## src/rtl/fp_div_scheduler_if.sv

```systemverilog
// Request, divider and response signals of the shared fp_divider scheduler.
// The scheduler uses the slave modport; the surrounding system uses master.
interface fp_div_scheduler_if;
  logic        req0_valid;
  logic [31:0] req0_a;
  logic [31:0] req0_b;
  logic        req0_ready;
  logic        req1_valid;
  logic [31:0] req1_a;
  logic [31:0] req1_b;
  logic        req1_ready;
  logic [31:0] div_a;
  logic [31:0] div_b;
  logic        div_fp_clk;
  logic [31:0] div_out;
  logic        rsp_valid;
  logic        rsp_ready;
  logic        rsp_id;
  logic [31:0] rsp_data;
  logic        rsp_dz;
  logic        busy;

  modport slave (
    input  req0_valid, req0_a, req0_b,
    output req0_ready,
    input  req1_valid, req1_a, req1_b,
    output req1_ready,
    output div_a, div_b, div_fp_clk,
    input  div_out,
    output rsp_valid,
    input  rsp_ready,
    output rsp_id, rsp_data, rsp_dz, busy
  );

  modport master (
    output req0_valid, req0_a, req0_b,
    input  req0_ready,
    output req1_valid, req1_a, req1_b,
    input  req1_ready,
    input  div_a, div_b, div_fp_clk,
    output div_out,
    input  rsp_valid,
    output rsp_ready,
    input  rsp_id, rsp_data, rsp_dz, busy
  );
endinterface

```

## src/rtl/fp_div_scheduler.sv

```systemverilog
// Round-robin scheduler sharing one multi-cycle fp_divider between two requesters,
// with divide-by-zero short-circuited straight to the response register.
module fp_div_scheduler #(
  parameter int LATENCY    = 50,
  parameter int FPCLK_FALL = 26,
  parameter int CNT_W      = 6
) (
  input logic           int_clk,
  input logic           reset_n,
  fp_div_scheduler_if.slave bus
);

  localparam logic [1:0] IDLE = 2'd0;
  localparam logic [1:0] RUN  = 2'd1;
  localparam logic [1:0] RESP = 2'd2;

  localparam logic [CNT_W-1:0] FALL_CNT = CNT_W'(FPCLK_FALL - 1);
  localparam logic [CNT_W-1:0] LAST_CNT = CNT_W'(LATENCY);

  logic [1:0]       state;
  logic             ptr;
  logic [CNT_W-1:0] cnt;
  logic [31:0]      div_a_q;
  logic [31:0]      div_b_q;
  logic             fp_clk_q;
  logic             rsp_valid_q;
  logic             rsp_id_q;
  logic [31:0]      rsp_data_q;
  logic             rsp_dz_q;

  logic             grant0;
  logic             grant1;
  logic             accept;
  logic             gnt_id;
  logic [31:0]      sel_a;
  logic [31:0]      sel_b;
  logic             sel_dz;

  // ptr names the requester that wins when both are valid
  always_comb begin
    grant0 = bus.req0_valid & (~bus.req1_valid | (ptr == 1'b0));
    grant1 = bus.req1_valid & (~bus.req0_valid | (ptr == 1'b1));
    accept = (state == IDLE) & (grant0 | grant1);
    gnt_id = grant1;
    sel_a  = gnt_id ? bus.req1_a : bus.req0_a;
    sel_b  = gnt_id ? bus.req1_b : bus.req0_b;
    sel_dz = (sel_b[30:23] == 8'h00) & (sel_b[22:0] == 23'h0);
  end

  assign bus.req0_ready = (state == IDLE) & grant0;
  assign bus.req1_ready = (state == IDLE) & grant1;
  assign bus.busy       = (state != IDLE);
  assign bus.div_a      = div_a_q;
  assign bus.div_b      = div_b_q;
  assign bus.div_fp_clk = fp_clk_q;
  assign bus.rsp_valid  = rsp_valid_q;
  assign bus.rsp_id     = rsp_id_q;
  assign bus.rsp_data   = rsp_data_q;
  assign bus.rsp_dz     = rsp_dz_q;

  always_ff @(posedge int_clk) begin
    if (!reset_n) begin
      state       <= IDLE;
      ptr         <= 1'b0;
      cnt         <= '0;
      div_a_q     <= 32'h0;
      div_b_q     <= 32'h0;
      fp_clk_q    <= 1'b1;
      rsp_valid_q <= 1'b0;
      rsp_id_q    <= 1'b0;
      rsp_data_q  <= 32'h0;
      rsp_dz_q    <= 1'b0;
    end else begin
      case (state)
        IDLE: begin
          if (accept) begin
            div_a_q  <= sel_a;
            div_b_q  <= sel_b;
            rsp_id_q <= gnt_id;
            cnt      <= '0;
            ptr      <= ~gnt_id;
            // A zero divisor never reaches the divider: answer with signed infinity
            if (sel_dz) begin
              rsp_data_q  <= {sel_a[31] ^ sel_b[31], 8'hFF, 23'h0};
              rsp_dz_q    <= 1'b1;
              rsp_valid_q <= 1'b1;
              state       <= RESP;
            end else begin
              rsp_dz_q <= 1'b0;
              fp_clk_q <= 1'b1;
              state    <= RUN;
            end
          end
        end
        RUN: begin
          cnt <= cnt + CNT_W'(1);
          if (cnt == FALL_CNT) begin
            fp_clk_q <= 1'b0;
          end
          if (cnt == LAST_CNT) begin
            rsp_data_q  <= bus.div_out;
            rsp_valid_q <= 1'b1;
            state       <= RESP;
          end
        end
        RESP: begin
          if (bus.rsp_ready) begin
            rsp_valid_q <= 1'b0;
            rsp_dz_q    <= 1'b0;
            fp_clk_q    <= 1'b1;
            state       <= IDLE;
          end
        end
        default: state <= IDLE;
      endcase
    end
  end

endmodule
```

## src/flat_wrapper.sv

```systemverilog
// flat-port wrapper written by rule: the top's interface ports become plain ports
module fp_div_scheduler_flat 
#(
  parameter int LATENCY    = 50,
  parameter int FPCLK_FALL = 26,
  parameter int CNT_W      = 6
)
  (int_clk, reset_n, bus_req0_valid, bus_req0_a, bus_req0_b, bus_req0_ready, bus_req1_valid, bus_req1_a, bus_req1_b, bus_req1_ready, bus_div_a, bus_div_b, bus_div_fp_clk, bus_div_out, bus_rsp_valid, bus_rsp_ready, bus_rsp_id, bus_rsp_data, bus_rsp_dz, bus_busy);
  fp_div_scheduler_if bus_i ();
  input logic int_clk;
  input logic reset_n;
  input wire logic [$bits(bus_i.req0_valid)-1:0] bus_req0_valid;
  input wire logic [$bits(bus_i.req0_a)-1:0] bus_req0_a;
  input wire logic [$bits(bus_i.req0_b)-1:0] bus_req0_b;
  output wire logic [$bits(bus_i.req0_ready)-1:0] bus_req0_ready;
  input wire logic [$bits(bus_i.req1_valid)-1:0] bus_req1_valid;
  input wire logic [$bits(bus_i.req1_a)-1:0] bus_req1_a;
  input wire logic [$bits(bus_i.req1_b)-1:0] bus_req1_b;
  output wire logic [$bits(bus_i.req1_ready)-1:0] bus_req1_ready;
  output wire logic [$bits(bus_i.div_a)-1:0] bus_div_a;
  output wire logic [$bits(bus_i.div_b)-1:0] bus_div_b;
  output wire logic [$bits(bus_i.div_fp_clk)-1:0] bus_div_fp_clk;
  input wire logic [$bits(bus_i.div_out)-1:0] bus_div_out;
  output wire logic [$bits(bus_i.rsp_valid)-1:0] bus_rsp_valid;
  input wire logic [$bits(bus_i.rsp_ready)-1:0] bus_rsp_ready;
  output wire logic [$bits(bus_i.rsp_id)-1:0] bus_rsp_id;
  output wire logic [$bits(bus_i.rsp_data)-1:0] bus_rsp_data;
  output wire logic [$bits(bus_i.rsp_dz)-1:0] bus_rsp_dz;
  output wire logic [$bits(bus_i.busy)-1:0] bus_busy;
  assign bus_i.req0_valid = bus_req0_valid;
  assign bus_i.req0_a = bus_req0_a;
  assign bus_i.req0_b = bus_req0_b;
  assign bus_req0_ready = bus_i.req0_ready;
  assign bus_i.req1_valid = bus_req1_valid;
  assign bus_i.req1_a = bus_req1_a;
  assign bus_i.req1_b = bus_req1_b;
  assign bus_req1_ready = bus_i.req1_ready;
  assign bus_div_a = bus_i.div_a;
  assign bus_div_b = bus_i.div_b;
  assign bus_div_fp_clk = bus_i.div_fp_clk;
  assign bus_i.div_out = bus_div_out;
  assign bus_rsp_valid = bus_i.rsp_valid;
  assign bus_i.rsp_ready = bus_rsp_ready;
  assign bus_rsp_id = bus_i.rsp_id;
  assign bus_rsp_data = bus_i.rsp_data;
  assign bus_rsp_dz = bus_i.rsp_dz;
  assign bus_busy = bus_i.busy;
  fp_div_scheduler #(.LATENCY(LATENCY), .FPCLK_FALL(FPCLK_FALL), .CNT_W(CNT_W)) u_core (.int_clk(int_clk), .reset_n(reset_n), .bus(bus_i));
endmodule
```

## config.mk

```make
export PLATFORM = sky130hd
export DESIGN_NAME = fp_div_scheduler_flat
export DESIGN_NICKNAME = d
export VERILOG_FILES = /design/src/rtl/fp_div_scheduler_if.sv /design/src/rtl/fp_div_scheduler.sv /design/src/flat_wrapper.sv
export SDC_FILE = /design/constraint.sdc
export NUM_CORES = 1
export LEC_CHECK = 0
export BUFFER_PORTS_ARGS = -buffer_cell sky130_fd_sc_hd__buf_4
export CORE_MARGIN = 3
export CORE_UTILIZATION = 34
export DETAILED_ROUTE_END_ITERATION = 6
export GPL_TIMING_DRIVEN = 0
export PLACE_DENSITY = 0.65
export SYNTH_ARGS = -nofsm -noshare
export SYNTH_HDL_FRONTEND = slang
export SYNTH_SLANG_ARGS = --single-unit
```

## constraint.sdc

```tcl
create_clock -name int_clk -period 5.5 [get_ports int_clk]
set_clock_uncertainty 0.15 [all_clocks]
set_input_delay 0.825 -clock int_clk [delete_from_list [all_inputs] [get_ports int_clk]]
set_output_delay 0.825 -clock int_clk [all_outputs]
set_load 0.01 [all_outputs]
```

======== After elaboration in Yosys (flattened, before gate mapping) ========
Cells that the tools add are included.
storage, ports and cells
  bits in registers ....................... 109
cells by class
  muxes and demuxes ....................... 26
  equal/unequal tests ..................... 10
  reduce and logical (&&, ||, !) cells .... 14
  bitwise operators ....................... 14
  add/sub/neg operators ................... 1
operators by type and width
  kind                   count
  $mux W32               5
  $pmux W32 S2           1
  $logic_not A23 Y1      1
  $pmux W6 S2            1
  $mux W1                10
  $reduce_and A5 Y1      2
  $logic_not A8 Y1       1
  $mux W2                4
  $ne A2 B1 Y1 const B   4
  $add A6 B1 Y6 const B  1
  $and A1 B1 Y1          6
  $eq A6 B5 Y1 const B   1
  $eq A6 B6 Y1 const B   1
  $mux W6                1
  $pmux W1 S3            2
  $pmux W2 S3            1
  $reduce_and A3 Y1      2
  $reduce_bool A2 Y1     3
  $ne A2 B2 Y1 const B   2
  $not A1 Y1             4
  $reduce_and A2 Y1      2
  $reduce_and A4 Y1      1
  $or A1 B1 Y1           3
  $reduce_bool A3 Y1     1
  other kinds (5)        5

======== Depth between registers and ports, before layout ========
Gate-level depths: netlist of the first run.
  depth after elaboration ................. 9
  gate-level depth with buffers ........... 9

======== Least setup slack after synthesis of the first run ========
No wires, ideal clock.
  path kind ............................... in2out
  start ................................... input bus_req1_valid
  end ..................................... output bus_req0_ready
  arrival time ............................ 1.724 ns
  required time ........................... 4.525 ns
  setup slack ............................. 2.801 ns
  cell stages on the path ................. 5
  buffers on the path ..................... 3
  path through ............................ clkbuf_1 nand2_1 and3_1 clkbuf_1 clkbuf_1
between the ends
  longest elaborated chain between the ends .. 4
ends and longest elaborated chain
  what             line                    RTL
  start, declared  flat_wrapper.sv:16      input wire logic [$bits(bus_i.req1_valid)-1:0] bus_req1_valid;
  $not A1 Y1       fp_div_scheduler.sv:41  grant0 = bus.req0_valid & (~bus.req1_valid | (ptr == 1'b0));
  $or A1 B1 Y1     fp_div_scheduler.sv:41
  $and A1 B1 Y1    fp_div_scheduler.sv:41
  $and A1 B1 Y1    fp_div_scheduler.sv:50  assign bus.req0_ready = (state == IDLE) & grant0;
  end, declared    flat_wrapper.sv:15      output wire logic [$bits(bus_i.req0_ready)-1:0] bus_req0_ready;
Every way passes these cells.

======== Worst setup path in the final report of the first run ========
Ends and elaborated chain as after synthesis.

==> run_results.csv, run 1 <==
group,metric,value,unit
yosys,netlist_area,4492,µm²
sta,hold_viol,0,
yosys,postSynthAreaPerCell,9.093,µm²
clock_network,path_clk_slew,70,ps
yosys,synth_nets,662,
layout,n_antenna_cell,0,
sta,max_slew_margin,48.64,%
power_and_ir_drop,power.leakage,3.116,nW
placement,hpwl,12760,µm
yosys,yosysTopAreaCell,"dfxtp_1",
layout,drive_gt1_share,38.35,%
sta,fin_crit_sh,59.31,%
sta,setup_viol_count_final,0,
floorplanning,die_h,120.9,µm
placement,place_congestion,0.9146,
power_and_ir_drop,power-per-cell-area,328.7,nW/µm²
clock_network,numCtsBuffers,9,
sta,tns,0,ps
clock_network,clock_latency,340,ps
clock_network,cts_sinks,109,
sta,worst_pin_slew,765.2,ps
global_route,grt_pass1_wl,25070,µm
yosys,synth_seq_area_share,48.58,%
yosys,synth_ff_type,"dfxtp_1",
clock_network,cts_root_buf,"clkbuf_16",
clock_network,holdBufCountCts,0,
setup_path,critPathArrivalTime,2290,ps
yosys,ys_types,44,
yosys,synth_seq_cells,109,
floorplanning,die-area,14630,µm²
clock_network,cts_resized,0,
routing,routed_via_density,5.396,
floorplanning,die_w,120.9,µm
yosys,synthCells,494,
sta,slew_violations,0,
layout,final_cells,949,
floorplanning,core_region_area,12770,µm²
global_route,grt_max_degree,17,
layout,num-nets-final,940,
power_and_ir_drop,ir_worst_vdd,0.0001405,V
global_route,first_global_vias,4950,
yosys,synth_area_leaders,"dfxtp_1, nor2_1, a222oi_1",
setup_path,startpoint,"bus_req1_valid",
yosys,synth_edf_count,0,
layout,area_delta_synth_final,56.38,%
yosys,yosysWarnings,0,
routing,drt_first_pass_iters,7,
sta,max_freq,306.6,MHz
sta,fin_crit,3262,ps
routing,drt_wl_total,16360,µm
global_route,grtUsageTotal,21.35,%
layout,layout_common_cells,"buf_4, dfxtp_1, nor2_1, nand3_1, nand2_1",
layout,utilization,54.99,%
clock_network,clockBufferDepth,2,
clock_network,h-tree-depth,3,
placement,io_buffers,267,
flow_run,max-cap-violations,0,
routing,ant_nets,0,
routing,drc,0,
routing,drtIter0Drc,419,
global_route,antenna_found_initial,0,
global_route,overflow,0,
hold_path,worstHoldPathType,"register to register",
placement,place_inst,933,
sta,rsz0062_at_grt,"no",
floorplanning,io_pins,268,
status,status,"finished, final reports clean",
clock_network,cts_setup_buffers,0,
hold_path,holdCritStartpoint,"u_core.bus.rsp_data[31]$_SDFFE_PN0P_",
setup_path,crit_type,"input port to primary output",
setup_path,cp-start-kind,"input port",
setup_path,cp.required,4530,ps
setup_path,end_kind,"primary output",
yosys,async_flop_share,0,%
yosys,netlist.area_leader.share,48.58,%
floorplanning,initial_core_util,35.17,%
clock_network,cts_tree,"yes",
setup_path,regToRegStartpoint,"u_core.state[1]$_SDFFE_PN0P_",
routing,vias,5121,
setup_path,path_max_fanout,10,
sta,hold_slack,308.3,ps
layout,mostFrequentLayoutCell,"buf_4",
floorplanning,rows,41,
routing,wl_per_cell,17.24,µm
-- layer usage --
layer  up-vias  share of wire [%]  track usage (%)  routed length [µm]
li1       2449                  -                -                   -
met1      2403                 41            27.35                6765
met2       239                 48            34.91                7841
met3        30                8.2            4.382                1339
met4         0                2.6            8.994                 418
met5         -                  0                0                   0
-- Yosys cell counts (all sizes together) (3+ instances only) --
cell and n:
clkbuf 37, nor4 12, o21ai 7, nand2b 4
a32o 23, inv 6, ha 3, a311oi 33
a21oi 11, nor2 88, nand4 4, nor3 3
dfxtp 109, o221a 8, a222oi 31, o211ai 3
buf 10, nand2 40, nand3 41
-- worst paths after layout --
kind	cells after the start	end	slack [ps]
worst max-delay path	7	bus_req0_ready	2240
worst min-delay path	2	u_core.bus.rsp_data[31]$_SDFFE_PN0P_	310
worst max register to register	6	u_core.bus.div_b[2]$_SDFFE_PN0P_	3130
worst min register to register	2	u_core.bus.rsp_data[31]$_SDFFE_PN0P_	310
-- state kept, by name, summed over array words and instances (netlist names) --
name                   cells
u_core.bus.rsp_dz          1
u_core.state               2
u_core.cnt                 6
u_core.bus.div_fp_clk      1
u_core.ptr                 1
u_core.bus.div_a          32
u_core.bus.rsp_valid       1
u_core.bus.div_b          32
u_core.bus.rsp_data       32
u_core.bus.rsp_id          1
-- power breakdown --
part	leakage, nW	internal, mW	switching (mW)
Combinational	2.07	0.326	0.361
Clock	0.152	0.390	0.282
Sequential	0.894	0.888	0.0617
-- layout make-up --
type                    instances  area, µm²
fillers                      1191       5749
flip-flops and latches        109       2182
multi-input cells             332       2078
repair buffers                267       2004
clock buffers                  13      270.3
well taps                     172      215.2
plain buffers                  47      209.0
clock inverters                 3      42.54
inverters                       6      22.52
-- worst max-delay path, cell delays in order --
cell	delay (ps)
buf_4	110
clkbuf_1	210
nand2_1	120
and3_1	150
clkbuf_1	260
clkbuf_1	400
buf_4	210
-- logic make-up (layout without fill, tap and decap cells) --
family	count (synthesis)	count (layout)	share of synthesized area [%]
AND/OR/NAND/NOR	202	202	20.14
buffers and inverters	53	336	5.153
flip-flops	109	109	48.58
multiplexers	2	2	0.4457
AO/OA/AOI/OAI	123	123	24.46
adder cells (fa/ha/maj)	3	3	0.8357
XOR/XNOR	2	2	0.3900
-- stage by stage --
step	setup slack, ps	total power, mW	instance area [µm²]
3_5_place_dp	2217	1.654	6711
3_3_place_gp	2246	1.641	6711
5_1_grt	2044	2.443	7024
4_1_cts	2219	2.329	7024
6_report	2238	2.309	7024
2_1_floorplan	2801	1.301	4492
(Power assumes the default switching activity.)
==> inputs of run 2 (changes only) <==
--- a/config.mk
+++ b/config.mk
@@ -5,12 +5,13 @@
 export SDC_FILE = /design/constraint.sdc
 export NUM_CORES = 1
 export LEC_CHECK = 0
+export ABC_AREA = 1
 export BUFFER_PORTS_ARGS = -buffer_cell sky130_fd_sc_hd__buf_4
 export CORE_MARGIN = 3
 export CORE_UTILIZATION = 34
 export DETAILED_ROUTE_END_ITERATION = 6
 export GPL_TIMING_DRIVEN = 0
-export PLACE_DENSITY = 0.65
+export PLACE_DENSITY = 0.66
 export SYNTH_ARGS = -nofsm -noshare
 export SYNTH_HDL_FRONTEND = slang
 export SYNTH_SLANG_ARGS = --single-unit
==> constraint.sdc (replaced) <==
create_clock -name int_clk -period 2.6 [get_ports int_clk]
set_clock_uncertainty 0.15 [all_clocks]
set_input_delay 0.39 -clock int_clk [delete_from_list [all_inputs] [get_ports int_clk]]
set_output_delay 0.39 -clock int_clk [all_outputs]
set_load 0.01 [all_outputs]
==> run 2 against run 1 <==
  * Clock power grew 120%
  * Wire length grew 7.4%
  * Sequential share of layout area shrank 2.7 points
  * Cell area grew 9.4%
  * Setup slack lost 2000 ps
  * Final cell count grew 27%
  * Register-to-register slack lost 2900 ps
  * Die area grew 13%
  * Synthesized cell count grew 50%
  * Count of clock-buffer cells in the layout shrank 1
==> run_results.csv, run 2 <==
group,metric,value,unit
sta,tns,0,ps
setup_path,critPathSlowestCell,"dfxtp_1",
power_and_ir_drop,power-per-cell-area,762.8,nW/µm²
setup_path,crit_path_end,"bus_req1_ready",
setup_path,path_max_fanout,10,
routing,drt_wl_total,17570,µm
clock_network,holdBufCountCts,0,
power_and_ir_drop,seqPwrFrac,36.9,%
layout,multiInputGateArea,2303,µm²
floorplanning,initial_core_util,34.95,%
placement,io_buffers,265,
global_route,grt_pass1_wl,27050,µm
yosys,yosysWarnings,0,
setup_path,regToRegStartpoint,"u_core.ptr$_SDFFE_PN0P_",
floorplanning,die_h,128.7,µm
clock_network,cts_root_buf,"clkbuf_16",
setup_path,crit_type,"register to primary output",
setup_path,critical-path-max-stage-delay,370,ps
sta,hold_viol,0,
sta,rsz0062_at_grt,"no",
setup_path,cp-start-kind,"register",
power_and_ir_drop,intPower,3.834,mW
power_and_ir_drop,power.leakage,4.056,nW
layout,area_delta_synth_final,50.10,%
sta,fin_crit_sh,91.18,%
power_and_ir_drop,power,5.859,mW
clock_network,clock_latency,350,ps
setup_path,cp.required,2060,ps
setup_path,crit_top_cell,"nand2_4",
setup_path,crit_chain,"inv_2 -> nand2_4 -> nand2_4 -> buf_6 -> nor2_2 -> clkbuf_2 -> buf_4",
placement,hpwl,13830,µm
placement,pre_cts_ws,51.60,ps
setup_path,cp.depth,7,
yosys,postSynthAreaPerCell,6.925,µm²
power_and_ir_drop,p_comb_share,37.4,%
sta,max_slew_margin,62.83,%
yosys,ys_types,31,
clock_network,cts_setup_buffers,0,
global_route,grtUsageMet2,35.12,%
layout,regArea,2182,µm²
layout,mostFrequentLayoutCell,"nand2_1",
sta,worst_pin_slew,557.5,ps
power_and_ir_drop,swShare,34.57,%
setup_path,rrSetupSlack,250,ps
yosys,synth_area_leaders,"dfxtp_1, nand2_1, inv_1",
status,status,"finished, final reports clean",
global_route,overflow,0,
yosys,synth_seq_cells,109,
routing,ant_nets,0,
routing,vias,5624,
yosys,synthCells,739,
yosys,synth_seq_area_share,42.64,%
layout,n_antenna_cell,0,
floorplanning,io_pins,268,
global_route,grt_use_met3,6.600,%
layout,fillers,1506,
clock_network,clockBufferDepth,2,
yosys,synth_nets,907,
yosys,netlist.area_leader.share,42.64,%
floorplanning,core_region_area,14640,µm²
setup_path,end_kind,"primary output",
hold_path,worstHoldPathType,"input port to register",
global_route,grtUsageTotal,20.53,%
global_route,first_global_vias,5372,
yosys,netlist_area,5117,µm²
clock_network,cts_tree,"yes",
power_and_ir_drop,p_switching,2.025,mW
routing,drt_first_pass_iters,4,
setup_path,worst-path-buf-inv,4,
yosys,yosysTopAreaCell,"dfxtp_1",
sta,setup_viol_count_final,0,
sta,max_freq,421.8,MHz
sta,slew_violations,0,
global_route,antenna_found_initial,0,
flow_run,max-cap-violations,0,
setup_path,crit-reg2reg-capture,"u_core.bus.rsp_data[15]$_SDFFE_PN0P_",
routing,drtIter0Drc,242,
clock_network,numCtsBuffers,9,
routing,wl_per_cell,14.61,µm
routing,drc,0,
power_and_ir_drop,ir_worst_vdd,0.0003224,V
clock_network,cts_sinks,109,
floorplanning,die_w,128.7,µm
yosys,async_flop_share,0,%
yosys,synth_edf_count,0,
sta,fin_crit,2371,ps
floorplanning,rows,44,
sta,setup_ws,229.3,ps
setup_path,path_delay_family,"buffers and inverters",
global_route,met1_usage,25.44,%
layout,num-nets-final,1183,
global_route,grt_max_degree,17,
layout,utilization,52.45,%
clock_network,path_clk_slew,70,ps
setup_path,reg2reg_depth,15,
floorplanning,die-area,16560,µm²
clock_network,h-tree-depth,3,
setup_path,critPathArrivalTime,1830,ps
yosys,synth_most_common_cell,"nand2_1",
routing,routed_via_density,4.675,
yosys,synthTopCellsByCount,"nand2_1, inv_1, dfxtp_1",
placement,place_congestion,0.8922,
setup_path,startpoint,"u_core.ptr$_SDFFE_PN0P_",
power_and_ir_drop,pwr-share-clk,25.8,%
yosys,synth_ff_type,"dfxtp_1",
global_route,grt.busiest_layer,"met2",
layout,drive_gt1_share,30.32,%
layout,layout_common_cells,"nand2_1, buf_4, inv_1, dfxtp_1, a21oi_1",
==> run 2: cell types whose count changed in the layout (fill, tap and decap cells not counted), sizes merged, moves of 28 or more <==
cell	delta
a222oi	-31
nand2	+234
a21oi	+30
o211ai	+29
a311oi	-33
nand3	-28
nor2	-64
inv	+106
==> run 2: stage by stage <==
step           instances  instance area, µm²  hold slack (ps)
2_1_floorplan        739                5117            255.8
3_3_place_gp        1188                7337            271.0
3_5_place_dp        1188                7337            275.9
4_1_cts             1203                7664            128.8
5_1_grt             1203                7681            127.3
6_report            1203                7681            145.1
==> run 2: worst min-delay path, cell delays in order <==
cell and delay (ps):
buf_4 110, nand2_1 50, a21oi_1 50
==> run 2: kinds of logic (layout without fill, tap and decap cells) <==
group / count (synthesis) / count (layout) / synth area share (%)
simple gates: 341 / 341 / 28.09
buf+inv: 157 / 437 / 12.52
flops: 109 / 109 / 42.64
fa+ha+maj: 3 / 3 / 0.7336
xor+xnor: 1 / 1 / 0.1712
mux: 2 / 2 / 0.3912
compound gates: 126 / 126 / 15.45
==> run 2: power by group through the flow <==
stage / Sequential, mW / Combinational [mW] / Clock, mW
6_report: 2.16 / 2.19 / 1.51
5_1_grt: 2.20 / 2.45 / 1.62
4_1_cts: 2.16 / 2.21 / 1.56
3_5_place_dp: 2.19 / 2.20 / 0
3_3_place_gp: 2.18 / 2.18 / 0
2_1_floorplan: 2.32 / 1.03 / 0
==> run 2: area by class of cell <==
cell class	instances	share of cell area, %
plain buffers	43	2.899
flip-flops and latches	109	28.41
multi-input cells	473	29.99
repair buffers	265	25.90
clock inverters	3	0.8959
clock buffers	12	3.339
inverters	114	5.571
well taps	184	2.997
==> run 2: per-layer routing <==
| layer | share of wire (%) | vias to the layer above |
|---|---|---|
| met2 | 47 | 198 |
| met3 | 8.5 | 16 |
| met1 | 43 | 2523 |
| li1 | - | 2887 |
| met5 | 0 | - |
| met4 | 1.2 | 0 |
==> run 2: repair_timing <==
action                                  CTS  global route
pin swaps                                 0             0
resized for setup                         1            10
endpoints found under the setup margin    1            22
hold endpoints to repair                  0             0
==> run 2: how the worst min path moves through the flow <==
| stage | from | to | slack [ps] | cells after the start |
|---|---|---|---|---|
| after floorplan | u_core.cnt[5]$_SDFFE_PN0P_ | u_core.cnt[5]$_SDFFE_PN0P_ | 260 | 1 |
| after global placement | u_core.cnt[5]$_SDFFE_PN0P_ | u_core.cnt[5]$_SDFFE_PN0P_ | 270 | 1 |
| final | bus_div_out[16] | u_core.bus.rsp_data[16]$_SDFFE_PN0P_ | 150 | 3 |
| after CTS | bus_div_out[4] | u_core.bus.rsp_data[4]$_SDFFE_PN0P_ | 130 | 3 |
| after global routing | bus_div_out[4] | u_core.bus.rsp_data[4]$_SDFFE_PN0P_ | 130 | 3 |
| after detailed placement | u_core.cnt[5]$_SDFFE_PN0P_ | u_core.cnt[5]$_SDFFE_PN0P_ | 280 | 1 |
